[src/rtl/cgp_node_sequencer_if.sv]
// Bus between the CGP node sequencer, its genome memory and the shared node evaluator.
// The master side is the sequencer. The slave side is the genome store plus the node block.
interface cgp_node_sequencer_if #(
   parameter int ADDR_BIT    = 3,
   parameter int GENE_BIT    = 10,
   parameter int CHOICES_BIT = 9,
   parameter int SEL_BIT     = 4,
   parameter int FUNC_BIT    = 2
);
   logic                   gene_rd_en;
   logic [ADDR_BIT-1:0]    gene_addr;
   logic [GENE_BIT-1:0]    gene_data;
   logic [CHOICES_BIT-1:0] node_choices;
   logic [SEL_BIT-1:0]     node_sel0;
   logic [SEL_BIT-1:0]     node_sel1;
   logic [FUNC_BIT-1:0]    node_func;
   logic                   node_result;

   modport master (
      output gene_rd_en, gene_addr, node_choices, node_sel0, node_sel1, node_func,
      input  gene_data, node_result
   );

   modport slave (
      input  gene_rd_en, gene_addr, node_choices, node_sel0, node_sel1, node_func,
      output gene_data, node_result
   );
endinterface

[src/rtl/cgp_node_sequencer.sv]
// Evaluates one CGP genome by stepping a shared combinational node block over all nodes in
// feed-forward order. Each node's result is written back into the choices vector.
module cgp_node_sequencer #(
   parameter int NUM_IN      = 4,
   parameter int NUM_NODES   = 5,
   parameter int CHOICES_BIT = 9,
   parameter int SEL_BIT     = 4,
   parameter int FUNC_BIT    = 2,
   parameter int ADDR_BIT    = 3,
   parameter int GENE_BIT    = 10
) (
   input  logic                 clk,
   input  logic                 rst,
   input  logic                 start,
   input  logic [NUM_IN-1:0]    in_bits,
   cgp_node_sequencer_if.master bus,
   output logic                 busy,
   output logic                 done,
   output logic                 result,
   output logic [NUM_NODES-1:0] values,
   output logic                 fwd_err
);

   typedef enum logic [1:0] {S_IDLE, S_FETCH, S_EVAL, S_DONE} state_t;

   state_t               state_q, state_d;
   logic [ADDR_BIT-1:0]  k_q, k_d;
   logic [NUM_IN-1:0]    in_q, in_d;
   logic [NUM_NODES-1:0] values_q, values_d;
   logic                 fwd_err_q, fwd_err_d;
   logic [SEL_BIT-1:0]   sel0_q, sel0_d, sel1_q, sel1_d;
   logic [FUNC_BIT-1:0]  func_q, func_d;

   logic [SEL_BIT-1:0]   gene_sel0, gene_sel1;
   logic [FUNC_BIT-1:0]  gene_func;
   logic [SEL_BIT:0]     fwd_limit;
   logic                 last_node;
   logic                 accept;

   // Gene layout is {func, sel1, sel0}.
   assign gene_sel0 = bus.gene_data[SEL_BIT-1:0];
   assign gene_sel1 = bus.gene_data[2*SEL_BIT-1:SEL_BIT];
   assign gene_func = bus.gene_data[GENE_BIT-1:2*SEL_BIT];

   assign last_node = (k_q == ADDR_BIT'(NUM_NODES - 1));
   assign fwd_limit = (SEL_BIT+1)'(NUM_IN) + (SEL_BIT+1)'(k_q);
   assign accept    = (state_q == S_IDLE) && start;

   // NOTE: sequential state uses non-blocking assignments only, so every flop samples pre-edge values.
   always_ff @(posedge clk) begin
      if (rst) begin
         state_q <= S_IDLE;
      end else begin
         state_q <= state_d;
      end
   end

   always_comb begin
      state_d = state_q;
      case (state_q)
         S_IDLE:  if (start) state_d = S_FETCH;
         S_FETCH: state_d = S_EVAL;
         S_EVAL:  state_d = last_node ? S_DONE : S_FETCH;
         S_DONE:  state_d = S_IDLE;
         default: state_d = S_IDLE;
      endcase
   end

   // NOTE: every output gets a default before the case, so no path leaves one unassigned (no latches).
   always_comb begin
      bus.gene_rd_en = 1'b0;
      busy           = 1'b0;
      done           = 1'b0;
      bus.node_sel0  = sel0_q;
      bus.node_sel1  = sel1_q;
      bus.node_func  = func_q;
      case (state_q)
         S_FETCH: begin
            bus.gene_rd_en = 1'b1;
            busy           = 1'b1;
         end
         S_EVAL: begin
            busy          = 1'b1;
            bus.node_sel0 = gene_sel0;
            bus.node_sel1 = gene_sel1;
            bus.node_func = gene_func;
         end
         S_DONE:  done = 1'b1;
         default: ;
      endcase
   end

   always_comb begin
      k_d       = k_q;
      in_d      = in_q;
      values_d  = values_q;
      fwd_err_d = fwd_err_q;
      sel0_d    = sel0_q;
      sel1_d    = sel1_q;
      func_d    = func_q;
      if (accept) begin
         k_d       = '0;
         in_d      = in_bits;
         values_d  = '0;
         fwd_err_d = 1'b0;
      end
      if (state_q == S_EVAL) begin
         values_d[k_q] = bus.node_result;
         // A select at or above NUM_IN+k points at the current node or a later one.
         if (({1'b0, gene_sel0} >= fwd_limit) || ({1'b0, gene_sel1} >= fwd_limit)) begin
            fwd_err_d = 1'b1;
         end
         sel0_d = gene_sel0;
         sel1_d = gene_sel1;
         func_d = gene_func;
         if (!last_node) k_d = k_q + ADDR_BIT'(1);
      end
   end

   // NOTE: values is a small register vector rather than a RAM, so it takes the reset like any flop.
   always_ff @(posedge clk) begin
      if (rst) begin
         k_q       <= '0;
         in_q      <= '0;
         values_q  <= '0;
         fwd_err_q <= 1'b0;
         sel0_q    <= '0;
         sel1_q    <= '0;
         func_q    <= '0;
      end else begin
         k_q       <= k_d;
         in_q      <= in_d;
         values_q  <= values_d;
         fwd_err_q <= fwd_err_d;
         sel0_q    <= sel0_d;
         sel1_q    <= sel1_d;
         func_q    <= func_d;
      end
   end

   assign bus.gene_addr    = k_q;
   assign bus.node_choices = CHOICES_BIT'({values_q, in_q});
   assign values           = values_q;
   assign result           = values_q[NUM_NODES-1];
   assign fwd_err          = fwd_err_q;

endmodule

[src/flat_wrapper.sv]
// flat-port wrapper written by rule: the top's interface ports become plain ports
module cgp_node_sequencer_flat 
#(
   parameter int NUM_IN      = 4,
   parameter int NUM_NODES   = 5,
   parameter int CHOICES_BIT = 9,
   parameter int SEL_BIT     = 4,
   parameter int FUNC_BIT    = 2,
   parameter int ADDR_BIT    = 3,
   parameter int GENE_BIT    = 10
)
  (clk, rst, start, in_bits, busy, done, result, values, fwd_err, bus_gene_rd_en, bus_gene_addr, bus_node_choices, bus_node_sel0, bus_node_sel1, bus_node_func, bus_gene_data, bus_node_result);
  cgp_node_sequencer_if #(.ADDR_BIT(ADDR_BIT), .GENE_BIT(GENE_BIT), .CHOICES_BIT(CHOICES_BIT), .SEL_BIT(SEL_BIT), .FUNC_BIT(FUNC_BIT)) bus_i ();
  input  logic clk;
  input  logic rst;
  input  logic start;
  input  logic [NUM_IN-1:0] in_bits;
  output logic busy;
  output logic done;
  output logic result;
  output logic [NUM_NODES-1:0] values;
  output logic fwd_err;
  output wire logic [$bits(bus_i.gene_rd_en)-1:0] bus_gene_rd_en;
  output wire logic [$bits(bus_i.gene_addr)-1:0] bus_gene_addr;
  output wire logic [$bits(bus_i.node_choices)-1:0] bus_node_choices;
  output wire logic [$bits(bus_i.node_sel0)-1:0] bus_node_sel0;
  output wire logic [$bits(bus_i.node_sel1)-1:0] bus_node_sel1;
  output wire logic [$bits(bus_i.node_func)-1:0] bus_node_func;
  input wire logic [$bits(bus_i.gene_data)-1:0] bus_gene_data;
  input wire logic [$bits(bus_i.node_result)-1:0] bus_node_result;
  assign bus_gene_rd_en = bus_i.gene_rd_en;
  assign bus_gene_addr = bus_i.gene_addr;
  assign bus_node_choices = bus_i.node_choices;
  assign bus_node_sel0 = bus_i.node_sel0;
  assign bus_node_sel1 = bus_i.node_sel1;
  assign bus_node_func = bus_i.node_func;
  assign bus_i.gene_data = bus_gene_data;
  assign bus_i.node_result = bus_node_result;
  cgp_node_sequencer #(.NUM_IN(NUM_IN), .NUM_NODES(NUM_NODES), .CHOICES_BIT(CHOICES_BIT), .SEL_BIT(SEL_BIT), .FUNC_BIT(FUNC_BIT), .ADDR_BIT(ADDR_BIT), .GENE_BIT(GENE_BIT)) u_core (.clk(clk), .rst(rst), .start(start), .in_bits(in_bits), .bus(bus_i), .busy(busy), .done(done), .result(result), .values(values), .fwd_err(fwd_err));
endmodule
[config.mk]
export PLATFORM = sky130hd
export DESIGN_NAME = cgp_node_sequencer_flat
export DESIGN_NICKNAME = d
export VERILOG_FILES = /design/src/rtl/cgp_node_sequencer_if.sv /design/src/rtl/cgp_node_sequencer.sv /design/src/flat_wrapper.sv
export SDC_FILE = /design/constraint.sdc
export NUM_CORES = 1
export LEC_CHECK = 0
export CAP_MARGIN = 20
export CORE_MARGIN = 2
export CORE_UTILIZATION = 35
export CTS_CLUSTER_SIZE = 12
export DETAILED_ROUTE_END_ITERATION = 16
export GPL_TIMING_DRIVEN = 0
export HOLD_SLACK_MARGIN = 0.05
export PLACE_DENSITY = 0.62
export SLEW_MARGIN = 10
export SYNTH_ARGS = -nofsm -noshare
export SYNTH_HDL_FRONTEND = slang
export SYNTH_SLANG_ARGS = --single-unit
[constraint.sdc]
create_clock -name clk -period 1.52 [get_ports clk]
set_input_delay 0.152 -clock clk [delete_from_list [all_inputs] [get_ports clk]]
set_output_delay 0.152 -clock clk [all_outputs]
set_load 0.03 [all_outputs]
Word level (Yosys, flattened, before mapping)
Cells that the tools add are included.
- add/sub/neg operators: 2
- $lt $le $gt $ge: 4
- equal/unequal tests: 5
- mux-type cells: 20
- reduce and logical (&&, ||, !) cells: 5
- operators by type and width (operator ; number):
    >= comparator 4 x 5 -> 1 bit ; 2
    two-way mux 5 bit ; 2
    two-way mux 3 bit ; 3
    two-way mux 4 bit ; 2
    case mux 2 bit (4 select lines) ; 1
    two-way mux 1 bit ; 7
    two-way mux 2 bit ; 3
    bitwise mux 5 bit ; 1
    adder 3 x 3 -> 4 bit (first input constant) ; 1
    == test 2 bit (second input constant) ; 2
    < comparator 3 x 4 -> 1 bit (second input constant) ; 1
    adder 3 x 1 -> 3 bit (second input constant) ; 1
    demux 1 bit (select 3 bit) ; 1
    == test 3 bit (second input constant) ; 1
    >= comparator 3 x 1 -> 1 bit (second input constant) ; 1
    == test 2 x 1 -> 1 bit (second input constant) ; 1
    logical AND 1 bit ; 2
    zero test 2 bit ; 1
    inequality test 2 bit (second input constant) ; 1
    OR reduction 2 bit ; 1
    logical OR 1 bit ; 1
- register bits after elaboration: 25
- output and inout bits: 32
- word-level logic and storage cells: 44

Depth between registers and ports, before layout
Gate-level depths: netlist (run 1).
- depth after elaboration: 6
- mapped depth: 7

Worst setup path before layout (run 1)
OpenSTA, ideal clock, no wires.
- kind: register to register
- start point: register u_core.k_q[2], in the netlist u_core.bus.gene_addr[2]
- end point: register u_core.fwd_err_q, in the netlist u_core.fwd_err
- library setup time: 129 ps
- data arrival time: 1446 ps
- setup slack: -55 ps
- stages on the path, launching flop included: 6
- buffers on the path: 1
- path through: dfxtp_1 buf_2 inv_1 ha_1 o311ai_1 nand3_1
- longest elaborated chain between the ends: 5
- elaborated cells on any way between the ends: 6
- those cells by class: add/sub (1); order compare (2); mux (2); reduce/logical (1)
- ends and longest elaborated chain (element ; RTL line ; RTL):
    start: declaration ; cgp_node_sequencer.sv:27 ; logic [ADDR_BIT-1:0] k_q, k_d;
    start signal: assignment ; cgp_node_sequencer.sv:131 ; k_q <= k_d;
    adder 3 x 3 -> 4 bit * ; cgp_node_sequencer.sv:46 ; assign fwd_limit = (SEL_BIT+1)'(NUM_IN) + (SEL_BIT+1)'(k_q);
    >= comparator 4 x 5 -> 1 bit ; cgp_node_sequencer.sv:110 ; if (({1'b0, gene_sel0} >= fwd_limit) || ({1'b0, gene_sel1} >= fwd_limit)) begin
    logical OR 1 bit * ; cgp_node_sequencer.sv:110 ;
    two-way mux 1 bit * ; cgp_node_sequencer.sv:110 ;
    two-way mux 1 bit * ; cgp_node_sequencer.sv:107 ; if (state_q == S_EVAL) begin
    end signal: assignment ; cgp_node_sequencer.sv:134 ; fwd_err_q <= fwd_err_d;
    end: declaration ; cgp_node_sequencer.sv:30 ; logic fwd_err_q, fwd_err_d;
Every way passes the cells marked *; elsewhere a longest branch is shown, timed or not.
A chain may end at the register's enable or synchronous reset.

Worst setup path after layout (run 1)
- start point: register u_core.state_q[0]
- end point: output port bus_node_sel1[2]
- longest elaborated chain between the ends: 2
- ends and longest elaborated chain (element ; RTL line ; RTL):
    start: declaration ; cgp_node_sequencer.sv:26 ; state_t state_q, state_d;
    start signal: assignment ; cgp_node_sequencer.sv:54 ; state_q <= state_d;
    == test 2 bit ; cgp_node_sequencer.sv:77 ; case (state_q)
    two-way mux 4 bit ; n/a ;
    end: declaration ; flat_wrapper.sv:27 ; output wire logic [$bits(bus_i.node_sel1)-1:0] bus_node_sel1;
Every way passes these cells.

==> results of run 1 <==
area by class of cell:
class                      count  area share
sequential                    25       0.240
clock inverter                 1     0.00234
timing repair buffer          59       0.273
buffer                        12      0.0479
inverter                       8      0.0140
clock buffer                   3      0.0193
tap                           48      0.0280
multi-input combinational    103       0.375
through the flow:
stage	worst slack [ns]	hold WS [ns]	power, mW
4_1_cts	-0.109	0.427	1.75
6_report	-0.113	0.427	1.82
5_1_grt	-0.170	0.424	1.91
3_3_place_gp	-0.551	0.444	1.29
3_5_place_dp	-0.565	0.452	1.31
2_1_floorplan	0.0291	0.224	1.09
worst max path at each step:
stage	from	endpoint	slack (ns)	cells after the start
6_report	u_core.state_q[0]$_SDFFE_PP0P_	bus_node_sel1[2]	-0.11	5
4_1_cts	u_core.state_q[0]$_SDFFE_PP0P_	bus_node_sel1[1]	-0.11	5
3_3_place_gp	u_core.state_q[0]$_SDFFE_PP0P_	bus_node_sel1[2]	-0.55	5
5_1_grt	u_core.state_q[0]$_SDFFE_PP0P_	bus_node_sel1[2]	-0.17	5
3_5_place_dp	u_core.state_q[0]$_SDFFE_PP0P_	bus_node_sel1[0]	-0.57	5
2_1_floorplan	u_core.state_q[0]$_SDFFE_PP0P_	u_core.sel0_q[1]$_SDFF_PP0_	0.03	5
cells by family (layout without fill, tap and decap cells):
kind of cell,after synthesis,in the layout,synth area share
AND/OR/NAND/NOR,55,55,0.216
flip-flops,25,25,0.365
AO/OA/AOI/OAI,23,23,0.0975
buffers and inverters,20,83,0.0811
adder cells (fa/ha/maj),15,15,0.137
multiplexers,10,10,0.104
synthesized netlist by cell type, drive strengths merged:
| library cell | instances |
|---|---|
| nand2b | 2 |
| ha | 15 |
| and3 | 1 |
| a31oi | 1 |
| a21oi | 12 |
| buf | 10 |
| nand4b | 1 |
| mux2 | 10 |
| o21ai | 5 |
| inv | 8 |
| nand2 | 12 |
| a211oi | 1 |
| nor3 | 5 |
| nand3 | 9 |
| clkbuf | 2 |
| nor3b | 1 |
| nor2 | 4 |
| nand4 | 2 |
| o311ai | 3 |
| dfxtp | 25 |
| and2b | 1 |
| nor2b | 13 |
| nand3b | 4 |
| o31a | 1 |
per-layer routing:
metal | vias to the layer above | routed length [um] | track usage
li1 | 636 | - | -
met4 | 0 | 41 | 0.0459
met2 | 29 | 1760 | 0.278
met3 | 5 | 144 | 0.0287
met5 | - | 0 | 0
met1 | 583 | 1590 | 0.216
report_power, final:
group	internal (mW)	switching [mW]
Clock	0.184	0.234
Combinational	0.347	0.337
Sequential	0.694	0.0287
worst max-delay path, delay by kind of cell (launching register included):
family / cells / cell delay (ns)
buffers and inverters: 3 / 0.36
DFF: 1 / 0.34
muxes: 1 / 0.30
adders and majority gates: 1 / 0.19
layout by cell type (no fill, tap or decap), types with 3 or more instances in the layout:
cell	n
clkdlybuf4s50_1	26
dfxtp_1	20
buf_4	16
buf_6	13
ha_1	13
a21oi_1	12
nor2b_1	12
nand2_1	11
mux2_4	10
nand3_1	9
dlygate4sd2_1	9
inv_1	7
nor3_1	4
nor2_1	4
nand3b_1	4
o21ai_0	3
clkbuf_8	3
dfxtp_4	3
registers in the layout (all words and copies together) (netlist names):
signal and cells:
u_core.bus.gene_addr 3, u_core.func_q 2, u_core.fwd_err 1, u_core.in_q 4
u_core.sel0_q 4, u_core.sel1_q 4, u_core.state_q 2, u_core.values 5
timing repair:
item	CTS	global route
gates cloned	0	1
endpoints found under the setup margin	34	24
resized for setup	95	20
pin swaps	0	2
setup buffers	3	6
==> reports/qor.txt, run 1 <==
Initial Util: 0.369
Reg2Reg Launch Point: u_core.state_q[0]$_SDFFE_PP0P_
Via density: 4.84
Crit path DAT: 1.48 ns
Floorplan row count: 22
Yosys warning total: 0
WS Path Type: flop to output port
Worst slew margin: 0.676
R2R Setup Slk: 0.05 ns
Critical Path Sink Type: output port
Post-synthesis cell count: 148
Clock Latency Late Sink: 0.28 ns
IO Count: 50
Placement Cell Area: 1930 um^2
Worst Skew: 0.0112 ns
Area occupied by multi-input gates: 803 um^2
GRT overflow: 0
Drc violations: 0
Pin count of the biggest net entering global routing: 15
Mapped Area: 1370 um^2
CTS root buffer: clkbuf_8
CTS max path bufs: 2
Routed wire per std cell: 13.6 um
Fillers: 328
Global-route usage over all layers: 0.165
Placer Congestion: 0.758
Layout Cells excl Fill: 259
Dpl hpwl: 2530 um
DR pass1 iterations: 4
RSZ-0062 raised after global routing: true
Crit path required time: 1.37 ns
Die width: 66.6 um
Register area: 514 um^2
Synth Register Bits: 25
Yosys top cell area share: 0.365
Cell variety after synth: 28
Top cell type by total area after synthesis: dfxtp_1
Share of layout cells above drive strength 1: 0.270
CTS tree: done
Crit path launch type: flop
Power Density: 852 nW/um^2
Layout area overhead: 56.1%
First-pass GRT wire length: 5640 um
Net Count, Synth: 181
Die ar.: 4440 um^2
Post-route minimum period: 1.63 ns
H-tree depth: 1
Starting DRT DRC Count: 25
Clock slew at reported path FFs: 0.10 ns
TritonCTS buffer count: 3
Register area share after synthesis: 0.365
Setup_tns: -0.978 ns
Die H: 66.6 um
ANT cells: 0
Max incr delay on CP: 0.34 ns
Vias: 1253
Maximum vdd ir drop: 0.000424 V
Antenna-violating nets left: 0
Final Max Slew Viols: 0
Post-Route Utilization: 0.576
Area of the core: 3720 um^2
R2R depth: 8
Post-layout nets: 245
Hold path start: in_bits[0]
Final setup vio count: 10
Status: complete, but fails checks
Hold Crit Depth: 3
Hold endpoint: u_core.in_q[0]$_SDFFE_PP0P_
Final worst path period share: 1.07
Cells along the critical path: inv_2 -> ha_4 -> clkbuf_16 -> mux2_4 -> buf_6
Hold Path Class: primary input to flop
Reg-to-Reg End: u_core.state_q[1]$_SDFFE_PP0P_
Worst-path maximum fanout: 5
Leakage: 0.954 nW
Number of hold buffers added after cts: 0
Fmax: 613 MHz
Violated checks: negative setup slack
Max Cap Violations: 0
Final wirelength: 3530 um
Worst Slack Setup Final: -0.113 ns
Worst-Margin Slew: 0.487 ns
Initial antenna violation count: 0
Ranking of synthesized cells by area: dfxtp_1, ha_1, mux2_4
Crit-path slowest cell: dfxtp_2
Dpl cells: 245
Vias in the first global route: 1172
Port-buffer cells: 49
Clk sinks: 25
Final Hold Fails: 0
Design Area, Final: 2140 um^2
Mean Syn Cell Area: 9.27 um^2
Note: power is estimated with default switching activity, not from simulation.
==> run 2, diff against run 1 <==
Settings changed: CELL_PAD_IN_SITES_DETAIL_PLACEMENT set to 0, CELL_PAD_IN_SITES_GLOBAL_PLACEMENT set to 2, CORE_UTILIZATION 35 to 25, PLACE_DENSITY 0.62 to 0.75.
==> run 2 against run 1 <==
The flow still finishes with violations (negative setup slack). Setup slack improved by 0.024 ns. Final cell count rose by 6.6%. Clock-buffer cell count is the same. Routed wire length fell by 1.7%. Critical path type unchanged. Largest power group unchanged.
==> reports/qor.txt, run 2 (synthesis gave the netlist of run 1 again) <==
Final setup vio count: 9
Die width: 78.1 um
Final worst path period share: 1.06
Global-route usage over all layers: 0.123
Dpl hpwl: 2530 um
Hold Path Class: primary input to flop
Drc violations: 0
Pint: 1.18 mW
Initial Util: 0.264
Seq pwr share: 0.414
Crit-path slowest cell: dfxtp_4
Violated checks: negative setup slack
Crit path required time: 1.37 ns
CTS max path bufs: 2
Status: complete, but fails checks
CTS tree: done
DR pass1 iterations: 4
Power Density: 834 nW/um^2
Max incr delay on CP: 0.38 ns
Floorplan row count: 26
Wire length on met3: 172 um
Clock Latency Late Sink: 0.27 ns
P_sw: 0.581 mW
ANT cells: 0
Crit path launch type: flop
H-tree depth: 1
Max reg flops: 5
Post-layout nets: 240
Worst Skew: 0.00934 ns
Switching Fraction: 0.330
Initial antenna violation count: 0
Via density: 4.36
Vias: 1202
Maximum vdd ir drop: 0.000512 V
Area occupied by multi-input gates: 790 um^2
Final Power: 1.76 mW
CTS root buffer: clkbuf_8
Vias in the first global route: 1280
Met2 wire length: 1620 um
Max Cap Violations: 0
Die ar.: 6100 um^2
Commonest non-fill, non-tap cell in the layout: clkdlybuf4s50_1
Worst-Margin Slew: 0.531 ns
Layout Cells excl Fill: 276
IO Count: 50
Routed wire per std cell: 12.6 um
Layout area overhead: 53.9%
Worst-path maximum fanout: 9
DP Worst Slack: -0.626 ns
Placer Congestion: 0.721
RSZ-0062 raised after global routing: true
Most frequent cells in the layout: clkdlybuf4s50_1, dfxtp_1, ha_1
R2R Setup Slk: 0.10 ns
GRT overflow: 0
Starting DRT DRC Count: 54
Met1 WL: 1670 um
Final Max Slew Viols: 0
Dpl cells: 267
Clock slew at reported path FFs: 0.10 ns
Share of layout cells above drive strength 1: 0.248
Post-route minimum period: 1.61 ns
Worst Slack Setup Final: -0.0887 ns
Worst slew margin: 0.646
Fmax: 622 MHz
Antenna-violating nets left: 0
Area of the core: 5200 um^2
Final Hold Fails: 0
Crit path DAT: 1.46 ns
Port-buffer cells: 49
Final wirelength: 3470 um
WS Path Type: flop to output port
Comb pwr share: 0.352
Leakage: 0.934 nW
Clk sinks: 25
Clock power share: 0.234
Critical Path Sink Type: output port
Highest metal used: met4
TritonCTS buffer count: 3
Register area: 519 um^2
Die H: 78.1 um
Fillers: 526
First-pass GRT wire length: 6060 um
Cells along the critical path: inv_4 -> ha_4 -> buf_12 -> mux2_4 -> buf_6
Pin count of the biggest net entering global routing: 16
[run 2: cell types whose count changed in the layout (fill, tap and decap cells not counted), sizes merged]
cell	previous run	this run
clkinvlp	0	1
buf	30	26
clkinv	1	0
clkdlybuf4s50	26	25
clkdlybuf4s15	0	1
clkbuf	7	5
dlymetal6s2s	2	3
[run 2: repair_timing]
action                     in CTS  in global routing
pin swaps                       1                  0
resized for setup              95                 19
setup buffers                   5                  0
setup endpoints to repair      41                 26
hold buffers                    0                  0
[run 2: metal layers]
| layer | vias to the layer above | track usage |
|---|---|---|
| met3 | 2 | 0.0345 |
| met2 | 26 | 0.211 |
| li1 | 629 | - |
| met1 | 545 | 0.155 |
| met5 | - | 0 |
| met4 | 0 | 0.0211 |
[run 2: per-stage QoR]
stage | cell area, um^2 | TNS (ns) | hold slack, ns | utilization
3_5_place_dp | 1950 | -7.08 | 0.458 | 0.375
2_1_floorplan | 1380 | 0 | 0.224 | -
6_report | 2110 | -0.758 | 0.426 | 0.406
4_1_cts | 2070 | -0.960 | 0.418 | 0.397
3_3_place_gp | 1950 | -6.26 | 0.449 | 0.375
5_1_grt | 2110 | -1.21 | 0.418 | 0.406
[run 2: area by class of cell]
class | count | share of cell area
plain buffers | 12 | 0.0486
clock buffers | 3 | 0.0195
clock inverters | 1 | 0.00355
inverters | 8 | 0.0154
multi-input cells | 103 | 0.374
flip-flops and latches | 25 | 0.246
well taps | 70 | 0.0415
repair buffers | 54 | 0.252
[run 2: final timing paths]
kind	from	end	cells past startpoint
max reg2reg	u_core.state_q[0]$_SDFFE_PP0P_	u_core.state_q[1]$_SDFFE_PP0P_	7
min reg2reg	u_core.in_q[2]$_SDFFE_PP0P_	u_core.in_q[2]$_SDFFE_PP0P_	2
max	u_core.state_q[0]$_SDFFE_PP0P_	bus_node_sel0[0]	5
min	in_bits[2]	u_core.in_q[2]$_SDFFE_PP0P_	3
[run 2: critical path, delay by kind of cell, from the launching register on]
family / cells / cell delay (ns)
mux: 1 / 0.30
buf+inv: 3 / 0.33
flops: 1 / 0.38
fa+ha+maj: 1 / 0.17
[run 2: power groups by stage]
| stage | Combinational [mW] | Sequential, mW | Clock, mW |
|---|---|---|---|
| 6_report | 0.619 | 0.729 | 0.413 |
| 2_1_floorplan | 0.325 | 0.764 | 0 |
| 4_1_cts | 0.611 | 0.732 | 0.435 |
| 5_1_grt | 0.667 | 0.734 | 0.470 |
| 3_3_place_gp | 0.564 | 0.738 | 0 |
| 3_5_place_dp | 0.569 | 0.739 | 0 |
